==> config.mk <==
export PLATFORM = sky130hd
export DESIGN_NAME = sa_row_skewer
export DESIGN_NICKNAME = d
export VERILOG_FILES = /design/src/rtl/sa_pkg.sv /design/src/rtl/sa_delay_line.sv /design/src/rtl/sa_row_skewer.sv
export SDC_FILE = /design/constraint.sdc
export NUM_CORES = 1
export LEC_CHECK = 0
export CAP_MARGIN = 15
export CORE_ASPECT_RATIO = 1.1
export CORE_MARGIN = 2
export CORE_UTILIZATION = 54
export CTS_CLUSTER_DIAMETER = 150
export DETAILED_ROUTE_END_ITERATION = 10
export GPL_TIMING_DRIVEN = 0
export PLACE_DENSITY = 0.84
export RECOVER_POWER = 50
export SYNTH_ARGS = -nofsm -noshare
export SYNTH_HDL_FRONTEND = slang
export SYNTH_SLANG_ARGS = --single-unit
export TNS_END_PERCENT = 50
==> constraint.sdc <==
create_clock -name clk -period 2.3 [get_ports clk]
set_input_delay 0.46 -clock clk [delete_from_list [all_inputs] [get_ports clk]]
set_output_delay 0.46 -clock clk [all_outputs]
set_load 0.01 [all_outputs]
==> src/rtl/sa_pkg.sv <==
// Shared definitions for the systolic-array front end.
// Holds the default operand/accumulator widths, the default row count,
// the signed operand type and the row skewer FSM state encoding.
package sa_pkg;
  localparam int SA_WIDTH = 8;   // operand width per lane (matches mac WIDTH)
  localparam int SA_ACC_W = 32;  // mac accumulator width
  localparam int SA_N     = 4;   // lanes / array rows

  typedef logic signed [SA_WIDTH-1:0] sa_operand_t;

  typedef enum logic [1:0] {
    IDLE,
    STREAM,
    DRAIN
  } sa_skew_state_t;
endpackage

==> src/rtl/sa_delay_line.sv <==
// sa_delay_line: DEPTH-stage shift register of {valid, data}.
// A cycle with in_vld=0 shifts in a bubble (valid 0, data 0), so data is
// zero wherever valid is zero. hold freezes every stage; rst_n clears them.
// Ports:
//   clk, rst_n      clock, synchronous active-low clear
//   hold            freeze all stages this cycle
//   in_vld/in_data  stage-1 input
//   out_vld/out_data  last-stage contents
//   occupied        any stage holds a valid entry
module sa_delay_line #(
  parameter int WIDTH = 8,
  parameter int DEPTH = 1
) (
  input  logic             clk,
  input  logic             rst_n,
  input  logic             hold,
  input  logic             in_vld,
  input  logic [WIDTH-1:0] in_data,
  output logic             out_vld,
  output logic [WIDTH-1:0] out_data,
  output logic             occupied
);

  logic [DEPTH:1]            vld_pipe;
  logic [DEPTH:1][WIDTH-1:0] dat_pipe;

  always_ff @(posedge clk) begin
    if (!rst_n) begin
      vld_pipe <= '0;
      dat_pipe <= '0;
    end else if (!hold) begin
      vld_pipe[1] <= in_vld;
      dat_pipe[1] <= in_vld ? in_data : '0;
      for (int k = 2; k <= DEPTH; k++) begin
        vld_pipe[k] <= vld_pipe[k-1];
        dat_pipe[k] <= dat_pipe[k-1];
      end
    end
  end

  assign out_vld  = vld_pipe[DEPTH];
  assign out_data = dat_pipe[DEPTH];
  assign occupied = |vld_pipe;

endmodule

==> src/rtl/sa_row_skewer.sv <==
// sa_row_skewer: input staging for the systolic array.
// Accepts one N-lane operand vector per transfer and delays lane i by i+1
// non-stalled cycles, forming the diagonal wavefront the mac rows expect.
// After a frame's last vector the block refuses input until the skew has
// drained, so frames never overlap inside the array.
// Ports:
//   clk, rst_n           clock, synchronous active-low reset
//   in_valid/in_ready    handshake; transfer = in_valid & in_ready
//   in_data              N lanes, lane i = in_data[i*WIDTH +: WIDTH]
//   in_last              vector ends the frame
//   stall                global freeze from array control
//   out_data/out_en      skewed operand and enable per mac row
//   out_last             marks lane N-1 output of the frame's last vector
//   busy                 frame in progress or data in flight
module sa_row_skewer
  import sa_pkg::*;
#(
  parameter int WIDTH = SA_WIDTH,
  parameter int N     = SA_N
) (
  input  logic               clk,
  input  logic               rst_n,
  input  logic               in_valid,
  output logic               in_ready,
  input  logic [N*WIDTH-1:0] in_data,
  input  logic               in_last,
  input  logic               stall,
  output logic [N*WIDTH-1:0] out_data,
  output logic [N-1:0]       out_en,
  output logic               out_last,
  output logic               busy
);

  localparam int CNT_W = $clog2(N + 1);

  sa_skew_state_t         state, state_nxt;
  logic [CNT_W-1:0]       drain_cnt;
  logic                   xfer;
  logic [N-1:0]           lane_vld;
  logic [N-1:0]           lane_occ;
  logic [N-1:0][WIDTH-1:0] lane_dat;
  logic                   last_q;

  assign xfer = in_valid & in_ready;

  // Lane i is i+1 stages deep; the tail lane also carries in_last so the
  // frame marker lines up with the final operand of the wavefront.
  for (genvar i = 0; i < N; i++) begin : g_lane
    if (i == N-1) begin : g_tail
      logic [WIDTH:0] tail_q;
      sa_delay_line #(.WIDTH(WIDTH+1), .DEPTH(i+1)) u_dl (
        .clk      (clk),
        .rst_n    (rst_n),
        .hold     (stall),
        .in_vld   (xfer),
        .in_data  ({in_last, in_data[i*WIDTH +: WIDTH]}),
        .out_vld  (lane_vld[i]),
        .out_data (tail_q),
        .occupied (lane_occ[i])
      );
      assign lane_dat[i] = tail_q[WIDTH-1:0];
      assign last_q      = tail_q[WIDTH];
    end else begin : g_body
      sa_delay_line #(.WIDTH(WIDTH), .DEPTH(i+1)) u_dl (
        .clk      (clk),
        .rst_n    (rst_n),
        .hold     (stall),
        .in_vld   (xfer),
        .in_data  (in_data[i*WIDTH +: WIDTH]),
        .out_vld  (lane_vld[i]),
        .out_data (lane_dat[i]),
        .occupied (lane_occ[i])
      );
    end
  end

  // Enables are masked during stall so the macs never re-accumulate held data;
  // the data itself stays on the bus.
  assign out_data = lane_dat;
  assign out_en   = lane_vld & {N{~stall}};
  assign out_last = last_q & lane_vld[N-1] & ~stall;

  // Drain counter: loaded on the last transfer, hits zero together with out_last.
  always_ff @(posedge clk) begin
    if (!rst_n)
      drain_cnt <= '0;
    else if (xfer && in_last)
      drain_cnt <= CNT_W'(N);
    else if (!stall && drain_cnt != '0)
      drain_cnt <= drain_cnt - 1'b1;
  end

  always_ff @(posedge clk) begin
    if (!rst_n) state <= IDLE;
    else        state <= state_nxt;
  end

  always_comb begin
    state_nxt = state;
    case (state)
      IDLE:    if (xfer) state_nxt = in_last ? DRAIN : STREAM;
      STREAM:  if (xfer && in_last) state_nxt = DRAIN;
      DRAIN:   if (out_last) state_nxt = IDLE;  // out_last already excludes stall
      default: state_nxt = IDLE;
    endcase
  end

  always_comb begin
    in_ready = !stall && (state != DRAIN);
    busy     = (state != IDLE) || (drain_cnt != '0) || (|lane_occ);
  end

endmodule
==> impl_results.md, run 1 <==
* Status: finished clean
* Start of the worst register-to-register path: state[1]
* Antenna Nets Post-Route at 0
* Min-Delay Path Class: reg2reg
* Period minus WS final at 2.16 ns
* Share of the synthesized area in the top cell type at 50.8%
* Final WL at between 7 and 8 mm
* H-tree levels at 3
* Cells on Worst Hold Path at 2
* Post-synth EDFFs at 0
* Worst Path Required at about 1.8 ns
* Area grow syn2layout at 27.5%
* Diodes inserted at 0
* Power share of the combinational group at between 10% and 20%
* Seq cells post-synth at 93
* Yosys warnings at 0
* Final-report hold violation count at 0
* First-pass GRT wire length at approximately 12 mm
* Switching share of power at 24.6%
* DRT iter0 DRCs at roughly 130
* Nets at 478
* CP cell instances: nor2b_1 -> and2_1 -> clkdlybuf4s50_1
* Post-CTS sizing at 1
* # rows at 31
* Fmax at 0.464 GHz
* Metal3 WL at around 420 microns
* Part of the power in registers at between 50% and 60%
* Relative slew slack at between 60% and 70%
* Root Driver: clkbuf_8
* Total CTS buffers at 9
* Crit path max fanout at 3
* Setup crit start kind: flip-flop
* CTS Buffer Depth at 2
* Slowest stage delay, CP at around 0.55 ns
* RSZ-0062 raised after global routing: no
* IO Port Bufs at 74
* Final Cycle Share at a little over nine tenths
* Die H at between 90 and 100 microns
* Max Slew Vio Count at 0
* Async S/R FF share, synth at 0%
* Synthesized area at ~3700 sq um
* Die width at just over 80 microns
* Largest family of logic cells by synthesized area: multiplexers
* Clock share of power at 34.5%
* Clock latency on the worst-skew pair at roughly 0.36 ns
* Internal power at between 0.002 and 0.0025 W
* Via Count at approximately 2700
* Leakage power at 1.96 nW
* Layout fillers at between 400 and 500
* Hold Buf Count CTS at 0
* DP Wirelength at just over 5 mm
* Slowest-stage cell, CP: clkdlybuf4s50_1
* Post-CTS Setup Inserts at 0
* Power density cells at roughly 670 nW/um^2
* Sinks on Clock Net at 93
* Total track usage at roughly a fifth
* Setup violators final at 0
* Highest Signal Layer: met4
* Sw Pwr at ~0.00077 W
* # DRC at 0
* Share of layout cells above drive strength 1 at a little over an eighth
* Initial cell density of the core at 55.6%
* IO Count at 76
* Post-route setup TNS at 0 ns
* Total grt overflow at 0
* CTS tree: done
* Synth top area cells: dfxtp_1 51%, mux2i_1 14%, nor2_1 9.2%
* Simple-gate share of the synthesized area at roughly an eighth
* Vias in the first global route at around 2600
* Initial antenna violation count at 0
* HP Start: g_lane[3].g_tail.u_dl.dat_pipe[8]
* Syn_area_per_cell at between 10 and 15 sq um
* Synth Area in Adders at less than 1%
* Critical path startpoint: g_lane[3].g_tail.u_dl.vld_pipe[4]
* Core ar. at 6590 sq um
* Kind of critical path: reg2out
* VDD IR-drop max at a little over 0.5 mV
* Mux cell area share after synthesis at 14.2%
* Clk_skew at 0.00953 ns
* DR vias/cell at about 5
* Synth Area in Compound Gates at 10.2%
* Area leader, netlist: dfxtp_1
* Largest net degree at the start of global routing at 17
* Distinct cells, synth at 28
* GPL Wtd Cong at roughly 0.75
* Crit. End Element: primary output
* Slew of the pin with the lowest slew margin at 0.501 ns
* Post-synthesis cell count at 354
* R2R cell count at 5
* First-pass DRT Iterations at 4
* Top cells by count, synth: 93 x dfxtp_1, 90 x nor2_1, 52 x mux2i_1
* Met2 WL at approximately 3.6 mm
* Critical Path AT at between 1.5 and 2 ns
* Sequential area share after synthesis at approximately 51%
* Die ar. at between 7000 and 8000 sq um
* Metal1 wirelength at 3.33 mm
* Max Cap Violations at 0
* Top-count cell post-synth: dfxtp_1
* Ys flop type: dfxtp_1
* Syn_nets at between 300 and 400
* Final Util at a little under three quarters
* Wire per inst at 14.1 microns
* Synth Area in XOR/XNOR at 0%
* Reg clk slew, reported paths at approximately 0.080 ns
## metal layers
metal / global-route usage [%] / up-vias
met4: 5.19 / 0
met3: 7.30 / 7
met2: 33.5 / 65
met5: 0 / -
met1: 27.0 / 1270
li1: - / 1363
## path summary, 6_finish.rpt
path                                       endpoint  slack (ns)
setup / recovery                           out_last        0.14
hold / removal    g_lane[3].g_tail.u_dl.dat_pipe[8]        0.47
setup reg to reg  g_lane[1].g_body.u_dl.dat_pipe[6]        1.02
hold reg to reg   g_lane[3].g_tail.u_dl.dat_pipe[8]        0.47
## worst max-delay path: cells and delay by family (launching register included)
kind | cells | cell delay (ns)
buffers and inverters | 1 | 0.55
AND/OR/NAND/NOR | 2 | 0.42
flip-flops | 1 | 0.37
## stage by stage
stage	power (W)	setup WS, ns	instance area [sq um]	hold WS (ns)	std cells
floorplan	0.00194	0.800	3670	0.443	354
global placement	0.00209	0.265	4510	0.460	510
detailed placement	0.00210	0.276	4510	0.461	510
CTS	0.00317	0.0114	4710	0.475	526
global route	0.00327	0.110	4680	0.497	526
finish	0.00314	0.144	4680	0.474	526
## flip-flops by register name, summed over array words and instances (netlist names)
signal and count:
state 2, g_lane.g_tail.u_dl.dat_pipe 27, g_lane.g_body.u_dl.dat_pipe 24, g_lane.g_tail.u_dl.vld_pipe 4, drain_cnt 3, g_lane.g_tail.u_dl.out_data 9
g_lane.g_body.u_dl.out_data 24
## power groups by stage
stage	combinational [W]	sequential, W	clock (W)
2_1_floorplan	0.000227	0.00172	0
5_1_grt	0.000405	0.00169	0.00118
3_5_place_dp	0.000376	0.00172	0
3_3_place_gp	0.000369	0.00172	0
6_report	0.000370	0.00168	0.00108
4_1_cts	0.000380	0.00168	0.00111
## cell families after synthesis
logic type / after synthesis
buffers and inverters: 55
adder cells (fa/ha/maj): 2
flip-flops: 93
AO/OA/AOI/OAI: 44
AND/OR/NAND/NOR: 108
multiplexers: 52
## cell type report
class / instances / area, sq um / area share, %
flip-flops and latches: 93 / 1860 / 39.8
multi-input cells: 206 / 1380 / 29.4
plain buffers: 52 / 383 / 8.19
clock inverters: 6 / 72.6 / 1.55
clock buffers: 10 / 128 / 2.73
inverters: 3 / 11.3 / 0.241
well taps: 82 / 103 / 2.19
repair buffers: 74 / 743 / 15.9
## placed cells by master, fill, tap and decap left out, types with 3 or more instances in the layout
cell type and n:
dfxtp_1 93, nor2_1 90, clkdlybuf4s50_1 71, mux2i_1 52
a32oi_1 32, buf_4 26, clkbuf_1 14, clkbuf_8 9
buf_6 7, nor2b_1 7, a21oi_1 5, inv_1 3
buf_8 3, buf_2 3, clkinv_4 3
Note: power is estimated with default switching activity, not from simulation.
==> inputs of run 2 (changes only) <==
- ABC_AREA: not set -> 1
- TNS_END_PERCENT: 50 -> 30
==> impl_results.md, run 2 <==
* Largest net degree at the start of global routing at 16
* Area leader, netlist: dfxtp_1
* Critical path startpoint: drain_cnt[0]
* Layout fillers at 543
* Final-report hold violation count at 0
* GPL Wtd Cong at approximately 0.88
* Via Count at around 3000
* Total power draw at 0.00318 W
* R2R cell count at 7
* # rows at 31
* First-pass GRT wire length at 12.2 mm
* Syn_area_per_cell at around 7.8 sq um
* Top-count cell post-synth: nor2_1
* Setup violators final at 0
* Fmax at around 0.48 GHz
* Post-synthesis cell count at approximately 460
* Initial cell density of the core at ~55%
* IO Count at 76
* Worst hold slack at 0.459 ns
* Ys flop type: dfxtp_1
* Worst Path Required at around 1.8 ns
* H-tree levels at 3
* IO Port Bufs at 74
* RR Endpoint: drain_cnt[2]
* Post-CTS sizing at 0
* Commonest non-fill, non-tap cells in the layout: 106 x nor2_1, 93 x dfxtp_1, 84 x nand2_1
* Distinct cells, synth at 24
* Internal power at approximately 0.0023 W
* Max Slew Vio Count at 0
* Switching share of power at 26.3%
* Nets at around 580
* Top cells by count, synth: 105 x nor2_1, 93 x dfxtp_1, 84 x nand2_1
* Critical Path AT at approximately 1.6 ns
* Antenna Nets Post-Route at 0
* Leakage power at about 1.9 nW
* Core ar. at 6480 sq um
* RSZ-0062 raised after global routing: no
* Diodes inserted at 0
* CTS Buffer Depth at 2
* Vias in the first global route at 2852
* Wire per inst at 11.6 microns
* Share of the synthesized area in the top cell type at a little over half
* Post-synth EDFFs at 0
* Min-Delay Path Class: reg2reg
* Crit. End Element: primary output
* Initial antenna violation count at 0
* Relative slew slack at 67.3%
* Slew of the pin with the lowest slew margin at just under 0.5 ns
* Sequential area share after synthesis at between 50% and 60%
* Die ar. at 7280 sq um
* Async S/R FF share, synth at 0%
* Die width at 81.6 microns
* Start of the worst register-to-register path: drain_cnt[0]
* Max Cap Violations at 0
* DR vias/cell at 4.89
* # DRC at 0
* Area grow syn2layout at 28.0%
* Final Instance Count excl. Fillers at roughly 630
* Power density cells at a little under 700 nW/um^2
* Placed Instances at slightly above 600
* Synthesized area at approximately 3600 sq um
* Root Driver: clkbuf_8
* Total CTS buffers at 9
* Cells on Worst Hold Path at 2
* Top reg by flops: g_lane.g_tail.u_dl.dat_pipe
* CTS tree: done
* Reg clk slew, reported paths at roughly 0.090 ns
* Most common cell after layout, fill and taps aside: nor2_1
* Status: finished clean
* Sinks on Clock Net at between 90 and 100
* Post-CTS Setup Inserts at 0
* Seq cells post-synth at 93
* Power share of the combinational group at approximately 15%
* DP Wirelength at ~5.2 mm
* Post-DP Area at 4420 sq um
* Share of layout cells above drive strength 1 at a little over a tenth
* Hold Buf Count CTS at 0
* Final WL at about 7.3 mm
* Clk_skew at about 0.01 ns
* Period minus WS final at about 2.1 ns
* VDD IR-drop max at between 0.3 and 0.4 mV
* Setup crit start kind: flip-flop
* DRT iter0 DRCs at 132
* Post-route setup TNS at 0 ns
* Clock latency on the worst-skew pair at ~0.36 ns
* Part of the power in registers at 54.8%
* Synth top area cells: dfxtp_1 52%, nor2_1 11%, nand2_1 8.8%
* Max reg flops at 27
* Kind of critical path: reg2out
* R2R setup slack at 1.05 ns
* Crit path to: busy
* Die H at 89.3 microns
* Final Cycle Share at 91.3%
* Syn_nets at approximately 500
* Total grt overflow at 0
* Clock share of power at a little under a third
* Crit path max fanout at 3
* Yosys warnings at 0
* Sw Pwr at 0.000835 W
* Total track usage at about 22%
* Post-route design area at roughly 4600 sq um
* First-pass DRT Iterations at 4
## run 2: worst max-delay path: stages (launching register included)
cell	delay, ns
dfxtp_1	0.34
inv_1	0.07
ha_1	0.23
nand4_1	0.11
clkdlybuf4s50_1	0.54
## run 2: metrics by stage
| stage | utilization, % | setup slack, ns |
|---|---|---|
| after floorplan | - | 0.856 |
| after global placement | 68.2 | 0.375 |
| after detailed placement | 68.2 | 0.370 |
| after CTS | 70.8 | 0.184 |
| after global routing | 70.6 | 0.0849 |
| final | 70.6 | 0.199 |
## run 2: cells by family (layout without fill, tap and decap cells)
group / count (synthesis) / count (layout) / share of synthesized area, %
simple gates: 200 / 200 / 22.5
compound gates: 95 / 95 / 13.6
flops: 93 / 93 / 52.1
buf+inv: 67 / 157 / 11.1
fa+ha+maj: 2 / 2 / 0.700
## run 2: cell type report
cell class	instances	area (sq um)	share of cell area [%]
Buffer	52	338	7.38
Clock buffer	11	131	2.87
Clock inverter	5	36.3	0.793
Inverter	15	58.8	1.29
Multi-Input combinational cell	297	1310	28.5
Sequential cell	93	1860	40.7
Tap cell	82	103	2.24
Timing Repair Buffer	74	741	16.2
## run 2: how the worst min path moves through the flow
| stage | startpoint | end | slack [ns] |
|---|---|---|---|
| finish | g_lane[2].g_body.u_dl.dat_pipe[4] | g_lane[2].g_body.u_dl.dat_pipe[4] | 0.46 |
| global placement | g_lane[2].g_body.u_dl.dat_pipe[4] | g_lane[2].g_body.u_dl.dat_pipe[4] | 0.44 |
| floorplan | g_lane[2].g_body.u_dl.dat_pipe[4] | g_lane[2].g_body.u_dl.dat_pipe[4] | 0.43 |
| detailed placement | g_lane[2].g_body.u_dl.dat_pipe[4] | g_lane[2].g_body.u_dl.dat_pipe[4] | 0.44 |
| CTS | g_lane[2].g_body.u_dl.dat_pipe[4] | g_lane[2].g_body.u_dl.dat_pipe[4] | 0.46 |
| global route | g_lane[1].g_body.u_dl.dat_pipe[4] | g_lane[1].g_body.u_dl.dat_pipe[4] | 0.48 |
## run 2: power groups by stage
stage,combinational [W],sequential [W],clock [W]
2_1_floorplan,0.000288,0.00177,0
3_3_place_gp,0.000472,0.00178,0
3_5_place_dp,0.000485,0.00178,0
4_1_cts,0.000488,0.00174,0.000963
5_1_grt,0.000539,0.00175,0.00104
6_report,0.000482,0.00174,0.000953
## run 2: layer usage
| layer | track usage, % | wire [microns] |
|---|---|---|
| met5 | 0 | 0 |
| met4 | 11.4 | 144 |
| met3 | 4.24 | 370 |
| met2 | 37.8 | 3680 |
| met1 | 25.5 | 3090 |
